<file path="src/rtl/nes_mem_pkg.sv">
// rtl/nes_mem_pkg.sv - shared encodings for the memory request arbiter
package nes_mem_pkg;

    typedef enum logic [1:0] {
        ST_IDLE  = 2'd0,
        ST_ISSUE = 2'd1,
        ST_WAIT  = 2'd2
    } arb_state_e;

    typedef enum logic [1:0] {
        PORT_PPU = 2'd0,
        PORT_CPU = 2'd1,
        PORT_LD  = 2'd2
    } port_id_e;

    localparam logic [3:0] REGION_PRGROM = 4'b0000;
    localparam logic [3:0] REGION_CHRROM = 4'b1000;
    localparam logic [3:0] REGION_VRAM   = 4'b1100;
    localparam logic [3:0] REGION_RAM    = 4'b1110;
    localparam logic [3:0] REGION_PRGRAM = 4'b1111;

    // Region prefix of a 22-bit controller address
    function automatic logic [3:0] addr_region(input logic [21:0] addr);
        return addr[21:18];
    endfunction

endpackage

</file>
<file path="src/rtl/mem_req_arbiter_if.sv">
// rtl/mem_req_arbiter_if.sv - arbiter to memory controller strobe bus
interface mem_req_arbiter_if #(
    parameter int ADDR_W = 22,
    parameter int DATA_W = 8
);
    logic              mc_read_a;
    logic              mc_read_b;
    logic              mc_write;
    logic [ADDR_W-1:0] mc_addr;
    logic [DATA_W-1:0] mc_din;
    logic              mc_busy;
    logic [DATA_W-1:0] mc_dout_a;
    logic [DATA_W-1:0] mc_dout_b;

    modport master (
        output mc_read_a, mc_read_b, mc_write, mc_addr, mc_din,
        input  mc_busy, mc_dout_a, mc_dout_b
    );

    modport slave (
        input  mc_read_a, mc_read_b, mc_write, mc_addr, mc_din,
        output mc_busy, mc_dout_a, mc_dout_b
    );
endinterface

</file>
<file path="src/rtl/mem_req_slot.sv">
// rtl/mem_req_slot.sv - one pending request slot with overrun detection
module mem_req_slot #(
    parameter int ADDR_W = 22,
    parameter int DATA_W = 8
) (
    input  logic              clk,
    input  logic              reset,
    input  logic              req,
    input  logic              req_we,
    input  logic [ADDR_W-1:0] req_addr,
    input  logic [DATA_W-1:0] req_din,
    input  logic              grant,
    output logic              valid,
    output logic              we,
    output logic [ADDR_W-1:0] addr,
    output logic [DATA_W-1:0] din,
    output logic              overrun
);
    logic              pending_q, pending_d;
    logic              we_q, we_d;
    logic [ADDR_W-1:0] addr_q, addr_d;
    logic [DATA_W-1:0] din_q, din_d;

    // An incoming strobe is visible the same cycle so an idle arbiter can grant it without a slot hop
    assign valid = pending_q | req;
    assign we    = pending_q ? we_q   : req_we;
    assign addr  = pending_q ? addr_q : req_addr;
    assign din   = pending_q ? din_q  : req_din;

    // Latch, drop or bypass the incoming strobe depending on occupancy and grant
    always_comb begin
        pending_d = pending_q & ~grant;
        we_d      = we_q;
        addr_d    = addr_q;
        din_d     = din_q;
        overrun   = 1'b0;
        if (req) begin
            if (pending_q && !grant) begin
                overrun = 1'b1;
            end else if (pending_q || !grant) begin
                pending_d = 1'b1;
                we_d      = req_we;
                addr_d    = req_addr;
                din_d     = req_din;
            end
        end
    end

    // Slot state registers
    always_ff @(posedge clk) begin
        if (reset) begin
            pending_q <= 1'b0;
            we_q      <= 1'b0;
            addr_q    <= '0;
            din_q     <= '0;
        end else begin
            pending_q <= pending_d;
            we_q      <= we_d;
            addr_q    <= addr_d;
            din_q     <= din_d;
        end
    end
endmodule

</file>
<file path="src/rtl/mem_req_arbiter.sv">
// rtl/mem_req_arbiter.sv - three-port request arbiter in front of the memory controller
module mem_req_arbiter
    import nes_mem_pkg::*;
#(
    parameter int ADDR_W    = 22,
    parameter int DATA_W    = 8,
    parameter bit CPU_FIRST = 1'b0
) (
    input  logic              clk,
    input  logic              reset,
    input  logic              ppu_req,
    input  logic [ADDR_W-1:0] ppu_addr,
    output logic              ppu_ack,
    output logic [DATA_W-1:0] ppu_dout,
    input  logic              cpu_req,
    input  logic              cpu_we,
    input  logic [ADDR_W-1:0] cpu_addr,
    input  logic [DATA_W-1:0] cpu_din,
    output logic              cpu_ack,
    output logic [DATA_W-1:0] cpu_dout,
    input  logic              ld_req,
    input  logic [ADDR_W-1:0] ld_addr,
    input  logic [DATA_W-1:0] ld_din,
    output logic              ld_ack,
    output logic              overrun,
    mem_req_arbiter_if.master mc
);
    logic [2:0]        slot_valid;
    logic [2:0]        slot_we;
    logic [2:0]        slot_ovr;
    logic [2:0]        grant_oh;
    logic [ADDR_W-1:0] slot_addr [0:2];
    logic [DATA_W-1:0] slot_din  [0:2];
    port_id_e          grant_id;
    logic              do_grant;

    arb_state_e        state_q, state_d;
    port_id_e          cur_port_q, cur_port_d;
    logic              cur_we_q, cur_we_d;
    logic              read_a_q, read_a_d;
    logic              read_b_q, read_b_d;
    logic              write_q, write_d;
    logic [ADDR_W-1:0] mc_addr_q, mc_addr_d;
    logic [DATA_W-1:0] mc_din_q, mc_din_d;
    logic              ppu_ack_q, ppu_ack_d;
    logic              cpu_ack_q, cpu_ack_d;
    logic              ld_ack_q, ld_ack_d;
    logic [DATA_W-1:0] ppu_dout_q, ppu_dout_d;
    logic [DATA_W-1:0] cpu_dout_q, cpu_dout_d;
    logic              overrun_q, overrun_d;

    mem_req_slot #(.ADDR_W(ADDR_W), .DATA_W(DATA_W)) u_slot_ppu (
        .clk(clk), .reset(reset), .req(ppu_req), .req_we(1'b0), .req_addr(ppu_addr),
        .req_din('0), .grant(grant_oh[PORT_PPU]), .valid(slot_valid[PORT_PPU]),
        .we(slot_we[PORT_PPU]), .addr(slot_addr[PORT_PPU]), .din(slot_din[PORT_PPU]),
        .overrun(slot_ovr[PORT_PPU])
    );

    mem_req_slot #(.ADDR_W(ADDR_W), .DATA_W(DATA_W)) u_slot_cpu (
        .clk(clk), .reset(reset), .req(cpu_req), .req_we(cpu_we), .req_addr(cpu_addr),
        .req_din(cpu_din), .grant(grant_oh[PORT_CPU]), .valid(slot_valid[PORT_CPU]),
        .we(slot_we[PORT_CPU]), .addr(slot_addr[PORT_CPU]), .din(slot_din[PORT_CPU]),
        .overrun(slot_ovr[PORT_CPU])
    );

    mem_req_slot #(.ADDR_W(ADDR_W), .DATA_W(DATA_W)) u_slot_ld (
        .clk(clk), .reset(reset), .req(ld_req), .req_we(1'b1), .req_addr(ld_addr),
        .req_din(ld_din), .grant(grant_oh[PORT_LD]), .valid(slot_valid[PORT_LD]),
        .we(slot_we[PORT_LD]), .addr(slot_addr[PORT_LD]), .din(slot_din[PORT_LD]),
        .overrun(slot_ovr[PORT_LD])
    );

    // Fixed-priority encoder; the loader only wins when nobody else is asking
    always_comb begin
        grant_id = PORT_LD;
        if (CPU_FIRST) begin
            if (slot_valid[PORT_CPU])      grant_id = PORT_CPU;
            else if (slot_valid[PORT_PPU]) grant_id = PORT_PPU;
        end else begin
            if (slot_valid[PORT_PPU])      grant_id = PORT_PPU;
            else if (slot_valid[PORT_CPU]) grant_id = PORT_CPU;
        end
    end

    // Access sequencer: grant, one-cycle strobe, wait for the controller, then complete
    always_comb begin
        state_d    = state_q;
        cur_port_d = cur_port_q;
        cur_we_d   = cur_we_q;
        read_a_d   = 1'b0;
        read_b_d   = 1'b0;
        write_d    = 1'b0;
        mc_addr_d  = mc_addr_q;
        mc_din_d   = mc_din_q;
        ppu_ack_d  = 1'b0;
        cpu_ack_d  = 1'b0;
        ld_ack_d   = 1'b0;
        ppu_dout_d = ppu_dout_q;
        cpu_dout_d = cpu_dout_q;
        overrun_d  = overrun_q | (|slot_ovr);
        grant_oh   = 3'b000;
        do_grant   = 1'b0;

        case (state_q)
            ST_IDLE: begin
                // Waiting on mc_busy here also covers a controller still finishing an aborted access
                if (!mc.mc_busy && (|slot_valid)) do_grant = 1'b1;
            end
            ST_ISSUE: begin
                state_d = ST_WAIT;
            end
            ST_WAIT: begin
                if (!mc.mc_busy) begin
                    state_d = ST_IDLE;
                    case (cur_port_q)
                        PORT_PPU: begin
                            ppu_ack_d  = 1'b1;
                            ppu_dout_d = mc.mc_dout_b;
                        end
                        PORT_CPU: begin
                            cpu_ack_d = 1'b1;
                            if (!cur_we_q) cpu_dout_d = mc.mc_dout_a;
                        end
                        default: ld_ack_d = 1'b1;
                    endcase
                    if (|slot_valid) do_grant = 1'b1;
                end
            end
            default: state_d = ST_IDLE;
        endcase

        if (do_grant) begin
            state_d            = ST_ISSUE;
            grant_oh[grant_id] = 1'b1;
            cur_port_d         = grant_id;
            cur_we_d           = slot_we[grant_id];
            mc_addr_d          = slot_addr[grant_id];
            mc_din_d           = slot_din[grant_id];
            case (grant_id)
                PORT_PPU: read_b_d = 1'b1;
                PORT_CPU: begin
                    if (slot_we[PORT_CPU]) write_d  = 1'b1;
                    else                   read_a_d = 1'b1;
                end
                default: write_d = 1'b1;
            endcase
        end
    end

    // State and registered outputs
    always_ff @(posedge clk) begin
        if (reset) begin
            state_q    <= ST_IDLE;
            cur_port_q <= PORT_PPU;
            cur_we_q   <= 1'b0;
            read_a_q   <= 1'b0;
            read_b_q   <= 1'b0;
            write_q    <= 1'b0;
            mc_addr_q  <= '0;
            mc_din_q   <= '0;
            ppu_ack_q  <= 1'b0;
            cpu_ack_q  <= 1'b0;
            ld_ack_q   <= 1'b0;
            ppu_dout_q <= '0;
            cpu_dout_q <= '0;
            overrun_q  <= 1'b0;
        end else begin
            state_q    <= state_d;
            cur_port_q <= cur_port_d;
            cur_we_q   <= cur_we_d;
            read_a_q   <= read_a_d;
            read_b_q   <= read_b_d;
            write_q    <= write_d;
            mc_addr_q  <= mc_addr_d;
            mc_din_q   <= mc_din_d;
            ppu_ack_q  <= ppu_ack_d;
            cpu_ack_q  <= cpu_ack_d;
            ld_ack_q   <= ld_ack_d;
            ppu_dout_q <= ppu_dout_d;
            cpu_dout_q <= cpu_dout_d;
            overrun_q  <= overrun_d;
        end
    end

    assign mc.mc_read_a = read_a_q;
    assign mc.mc_read_b = read_b_q;
    assign mc.mc_write  = write_q;
    assign mc.mc_addr   = mc_addr_q;
    assign mc.mc_din    = mc_din_q;
    assign ppu_ack      = ppu_ack_q;
    assign cpu_ack      = cpu_ack_q;
    assign ld_ack       = ld_ack_q;
    assign ppu_dout     = ppu_dout_q;
    assign cpu_dout     = cpu_dout_q;
    assign overrun      = overrun_q;
endmodule
</file>
<file path="src/flat_wrapper.sv">
// flat-port wrapper written by rule: the top's interface ports become plain ports
module mem_req_arbiter_flat import nes_mem_pkg::*;
#(
    parameter int ADDR_W    = 22,
    parameter int DATA_W    = 8,
    parameter bit CPU_FIRST = 1'b0
)
  (clk, reset, ppu_req, ppu_addr, ppu_ack, ppu_dout, cpu_req, cpu_we, cpu_addr, cpu_din, cpu_ack, cpu_dout, ld_req, ld_addr, ld_din, ld_ack, overrun, mc_mc_read_a, mc_mc_read_b, mc_mc_write, mc_mc_addr, mc_mc_din, mc_mc_busy, mc_mc_dout_a, mc_mc_dout_b);
  mem_req_arbiter_if #(.ADDR_W(ADDR_W), .DATA_W(DATA_W)) mc_i ();
  input  logic clk;
  input  logic reset;
  input  logic ppu_req;
  input  logic [ADDR_W-1:0] ppu_addr;
  output logic ppu_ack;
  output logic [DATA_W-1:0] ppu_dout;
  input  logic cpu_req;
  input  logic cpu_we;
  input  logic [ADDR_W-1:0] cpu_addr;
  input  logic [DATA_W-1:0] cpu_din;
  output logic cpu_ack;
  output logic [DATA_W-1:0] cpu_dout;
  input  logic ld_req;
  input  logic [ADDR_W-1:0] ld_addr;
  input  logic [DATA_W-1:0] ld_din;
  output logic ld_ack;
  output logic overrun;
  output wire logic [$bits(mc_i.mc_read_a)-1:0] mc_mc_read_a;
  output wire logic [$bits(mc_i.mc_read_b)-1:0] mc_mc_read_b;
  output wire logic [$bits(mc_i.mc_write)-1:0] mc_mc_write;
  output wire logic [$bits(mc_i.mc_addr)-1:0] mc_mc_addr;
  output wire logic [$bits(mc_i.mc_din)-1:0] mc_mc_din;
  input wire logic [$bits(mc_i.mc_busy)-1:0] mc_mc_busy;
  input wire logic [$bits(mc_i.mc_dout_a)-1:0] mc_mc_dout_a;
  input wire logic [$bits(mc_i.mc_dout_b)-1:0] mc_mc_dout_b;
  assign mc_mc_read_a = mc_i.mc_read_a;
  assign mc_mc_read_b = mc_i.mc_read_b;
  assign mc_mc_write = mc_i.mc_write;
  assign mc_mc_addr = mc_i.mc_addr;
  assign mc_mc_din = mc_i.mc_din;
  assign mc_i.mc_busy = mc_mc_busy;
  assign mc_i.mc_dout_a = mc_mc_dout_a;
  assign mc_i.mc_dout_b = mc_mc_dout_b;
  mem_req_arbiter #(.ADDR_W(ADDR_W), .DATA_W(DATA_W), .CPU_FIRST(CPU_FIRST)) u_core (.clk(clk), .reset(reset), .ppu_req(ppu_req), .ppu_addr(ppu_addr), .ppu_ack(ppu_ack), .ppu_dout(ppu_dout), .cpu_req(cpu_req), .cpu_we(cpu_we), .cpu_addr(cpu_addr), .cpu_din(cpu_din), .cpu_ack(cpu_ack), .cpu_dout(cpu_dout), .ld_req(ld_req), .ld_addr(ld_addr), .ld_din(ld_din), .ld_ack(ld_ack), .overrun(overrun), .mc(mc_i));
endmodule
</file>
<file path="config.mk">
export PLATFORM = sky130hd
export DESIGN_NAME = mem_req_arbiter_flat
export DESIGN_NICKNAME = d
export VERILOG_FILES = /design/src/rtl/nes_mem_pkg.sv /design/src/rtl/mem_req_arbiter_if.sv /design/src/rtl/mem_req_slot.sv /design/src/rtl/mem_req_arbiter.sv /design/src/flat_wrapper.sv
export SDC_FILE = /design/constraint.sdc
export NUM_CORES = 1
export LEC_CHECK = 0
export ABC_AREA = 0
export BUFFER_PORTS_ARGS = -buffer_cell sky130_fd_sc_hd__buf_2
export CORE_ASPECT_RATIO = 1.4
export CORE_MARGIN = 1
export CORE_UTILIZATION = 59
export DETAILED_ROUTE_END_ITERATION = 7
export MAX_ROUTING_LAYER = met4
export PLACE_DENSITY = 0.95
export SLEW_MARGIN = 20
export SYNTH_ARGS = -nofsm -noshare
export SYNTH_HDL_FRONTEND = slang
export SYNTH_SLANG_ARGS = --single-unit
</file>
<file path="constraint.sdc">
create_clock -name clk -period 3 [get_ports clk]
set_clock_uncertainty 0.1 [all_clocks]
set_input_delay 0.3 -clock clk [delete_from_list [all_inputs] [get_ports clk]]
set_output_delay 0.3 -clock clk [all_outputs]
set_load 0.01 [all_outputs]
</file>
==> results.yml <==
synthesis:
  synth_area_um2: 7010
  synth_top_area_share: 0.414
  yosysUniqueCellTypes: 36
  synth_xor_area_frac: 0
  synth_top_family_by_area: "multiplexers"
  synth_simple_gate_area_frac: 0.183
  avgSynthCellArea_um2: 9.51
  yosysSeqAreaShare: 0.414
  syn-num-nets: 842
  yosysTopAreaCell: "dfxtp_1"
  synth_compound_gate_area_share: 0.0992
  netlist_top_cells_area: "dfxtp_1, mux2i_1, nand2b_1"
  syn_inst: 737
  ys_ff_latch: 145
  ys_warn_count: 0
  muxShareOfSynthArea: 0.262
  synth_adder_area_share: 0
finish:
  drive_above_1_share: 0.245
  regArea_um2: 2910
  area_growth_syn_to_layout_pct: 20.4
  final_cell_mix: "mux2i_1, buf_2, dfxtp_1"
  final_cell_count_no_fill: 1020
  multiInputGateArea_um2: 3830
  fillCellCount: 746
  post-route-util: 0.737
  final_common_cell: "mux2i_1"
  diodes: 0
  nNetsFinal: 968
placed_design:
  dp.cells: 988
  pre_cts_ws_ns: 0.469
  place_hpwl_um: 12200
  port-buffer-count: 157
  gp_congestion: 0.884
timing:
  fin_hold_ws_ns: 0.00646
  worst_slack_ns: 0.432
  setup_violations: 0
  worst_pin_slew_ns: 1.04
  rsz0062_at_grt: "false"
  hold_viol: 0
  post-route-min-period_ns: 2.57
  max_freq_mhz: 389
  max_slew_margin: 0.304
  fin_tns_setup_ns: 0
  final_max_slew_viol_count: 0
  fin_crit_sh: 0.856
pwr:
  p_leak_uw: 0.00371
  vdd_drop_max_mv: 0.484
  power.density_nw_per_um2: 595
floorplan:
  ios: 158
  core_area_um2: 11500
  initial_core_util: 0.612
  die_area_um2: 12300
  die_y_um: 131
  rows: 46
  die_w_um: 94.1
grt:
  grt_pass1_vias: 6058
  track_usage: 0.321
  use_met1: 0.369
  antenna_found_initial: 0
  met2_usage: 0.520
  grt_max_degree: 80
  overflow: 0
  grt_pass1_wl_um: 29600
  met3_usage: 0.0700
  busiest_layer: "met2"
job:
  drv_cap: 0
clock_network:
  cts-root-buf: "clkbuf_16"
  clock_latency_ns: 0.42
  clock-sinks: 145
  cts_setup_buffers: 0
  clk_pin_slew_ns: 0.06
  cts_resized: 0
  cts_max_path_buffers: 2
  cts_buffers: 17
  cts_tree: "yes"
  holdBufCountCts: 0
  ctsHtreeMaxLevel: 4
worst_hold_path:
  min_path_type: "primary input to flop"
run_status:
  status: "finished clean"
detailed_routing:
  wirelength_um: 18600
  via_per_inst: 5.94
  first_pass_iters: 6
  ant_nets: 0
  route.vias.total: 6062
  drc: 0
  wire_per_inst_um: 18.2
  drtIter0Drc: 545
setup_path:
  critPathRequiredTime_ns: 3.24
  cp_max_fo: 31
  crit_arrival_ns: 2.81
  path_class: "flop to flop"
  rrSetupSlack_ns: 0.43
  end_kind: "flop"
  cp-start-kind: "flop"
==> cell usage after synthesis <==
master,count
buf_2,12
a22o_1,9
or3_1,3
o2bb2ai_1,23
nor2_2,1
a21oi_2,1
inv_1,2
and3_1,3
a221oi_1,1
nand3_1,25
inv_2,1
nand2b_1,122
or4_4,1
dfxtp_1,145
o21a_1,1
or2_1,1
clkbuf_1,39
a21oi_1,8
nand2_1,8
nor4_1,1
mux2i_1,181
o21ai_0,27
o31ai_1,1
mux2_2,2
o22ai_1,8
nor2_1,68
o21ba_1,1
nor3b_1,1
or2_2,2
buf_6,4
nor3_1,1
o21ai_1,2
or3b_2,1
a31oi_1,22
buf_1,8
or4b_1,1
==> cell type report <==
class,count,area share
Timing Repair Buffer,170,0.109
Inverter,3,0.00133
Clock buffer,20,0.0541
Tap cell,144,0.0214
Sequential cell,145,0.344
Multi-Input combinational cell,526,0.454
Clock inverter,12,0.0159
==> per-stage QoR <==
step	cell area (um2)	total power, uW
final	8440	5020
after global routing	8440	5190
after CTS	8440	5020
after detailed placement	7850	2930
after global placement	7850	2900
after floorplan	7010	2670
==> worst paths after layout <==
check	from	endpoint	depth (start not counted)
min reg2reg	u_core.mc.mc_addr[10]$_SDFFE_PP0N_	u_core.mc.mc_addr[10]$_SDFFE_PP0N_	1
max	u_core.u_slot_ppu.pending_q$_SDFF_PP0_	u_core.u_slot_ld.addr_q[17]$_SDFFE_PP0P_	4
max reg2reg	u_core.u_slot_ppu.pending_q$_SDFF_PP0_	u_core.u_slot_ld.addr_q[17]$_SDFFE_PP0P_	4
min	mc_mc_dout_a[1]	u_core.cpu_dout[1]$_SDFFE_PP0P_	3
==> sequential cells by signal (all words and copies together), names as in the netlist <==
signal,count
u_core.mc.mc_addr,22
u_core.u_slot_cpu.addr_q,22
u_core.u_slot_ld.addr_q,22
u_core.u_slot_ppu.addr_q,22
u_core.cpu_dout,8
u_core.mc.mc_din,8
u_core.ppu_dout,8
u_core.u_slot_cpu.din_q,8
u_core.u_slot_ld.din_q,8
u_core.cur_port_q,2
u_core.state_q,2
u_core.cpu_ack,1
u_core.cur_we_q,1
u_core.ld_ack,1
u_core.mc.mc_read_a,1
u_core.mc.mc_read_b,1
u_core.mc.mc_write,1
u_core.overrun,1
u_core.ppu_ack,1
u_core.u_slot_cpu.pending_q,1
u_core.u_slot_cpu.we_q,1
u_core.u_slot_ld.pending_q,1
u_core.u_slot_ld.we_q,1
u_core.u_slot_ppu.pending_q,1
==> power by group <==
| part | switching (uW) | internal, uW |
|---|---|---|
| Clock | 838 | 1270 |
| Combinational | 432 | 351 |
| Sequential | 79.1 | 2050 |
==> per-layer routing <==
metal	vias to the layer above	part of all wire
met5	-	0
li1	2819	-
met2	294	0.49
met1	2885	0.41
met4	0	0.042
met3	64	0.061
==> logic make-up (layout without fill, tap and decap cells) <==
family / Yosys count / in the layout
buf+inv: 66 / 205
compound gates: 104 / 104
mux: 183 / 183
simple gates: 239 / 239
flops: 145 / 145
==> worst max-delay path, stage by stage (launching register included) <==
cell,delay (ns)
dfxtp_1,0.49
or4_4,0.53
o21ai_0,0.17
and3_2,0.90
mux2i_1,0.28
Power figures use the tool's default switching activity.
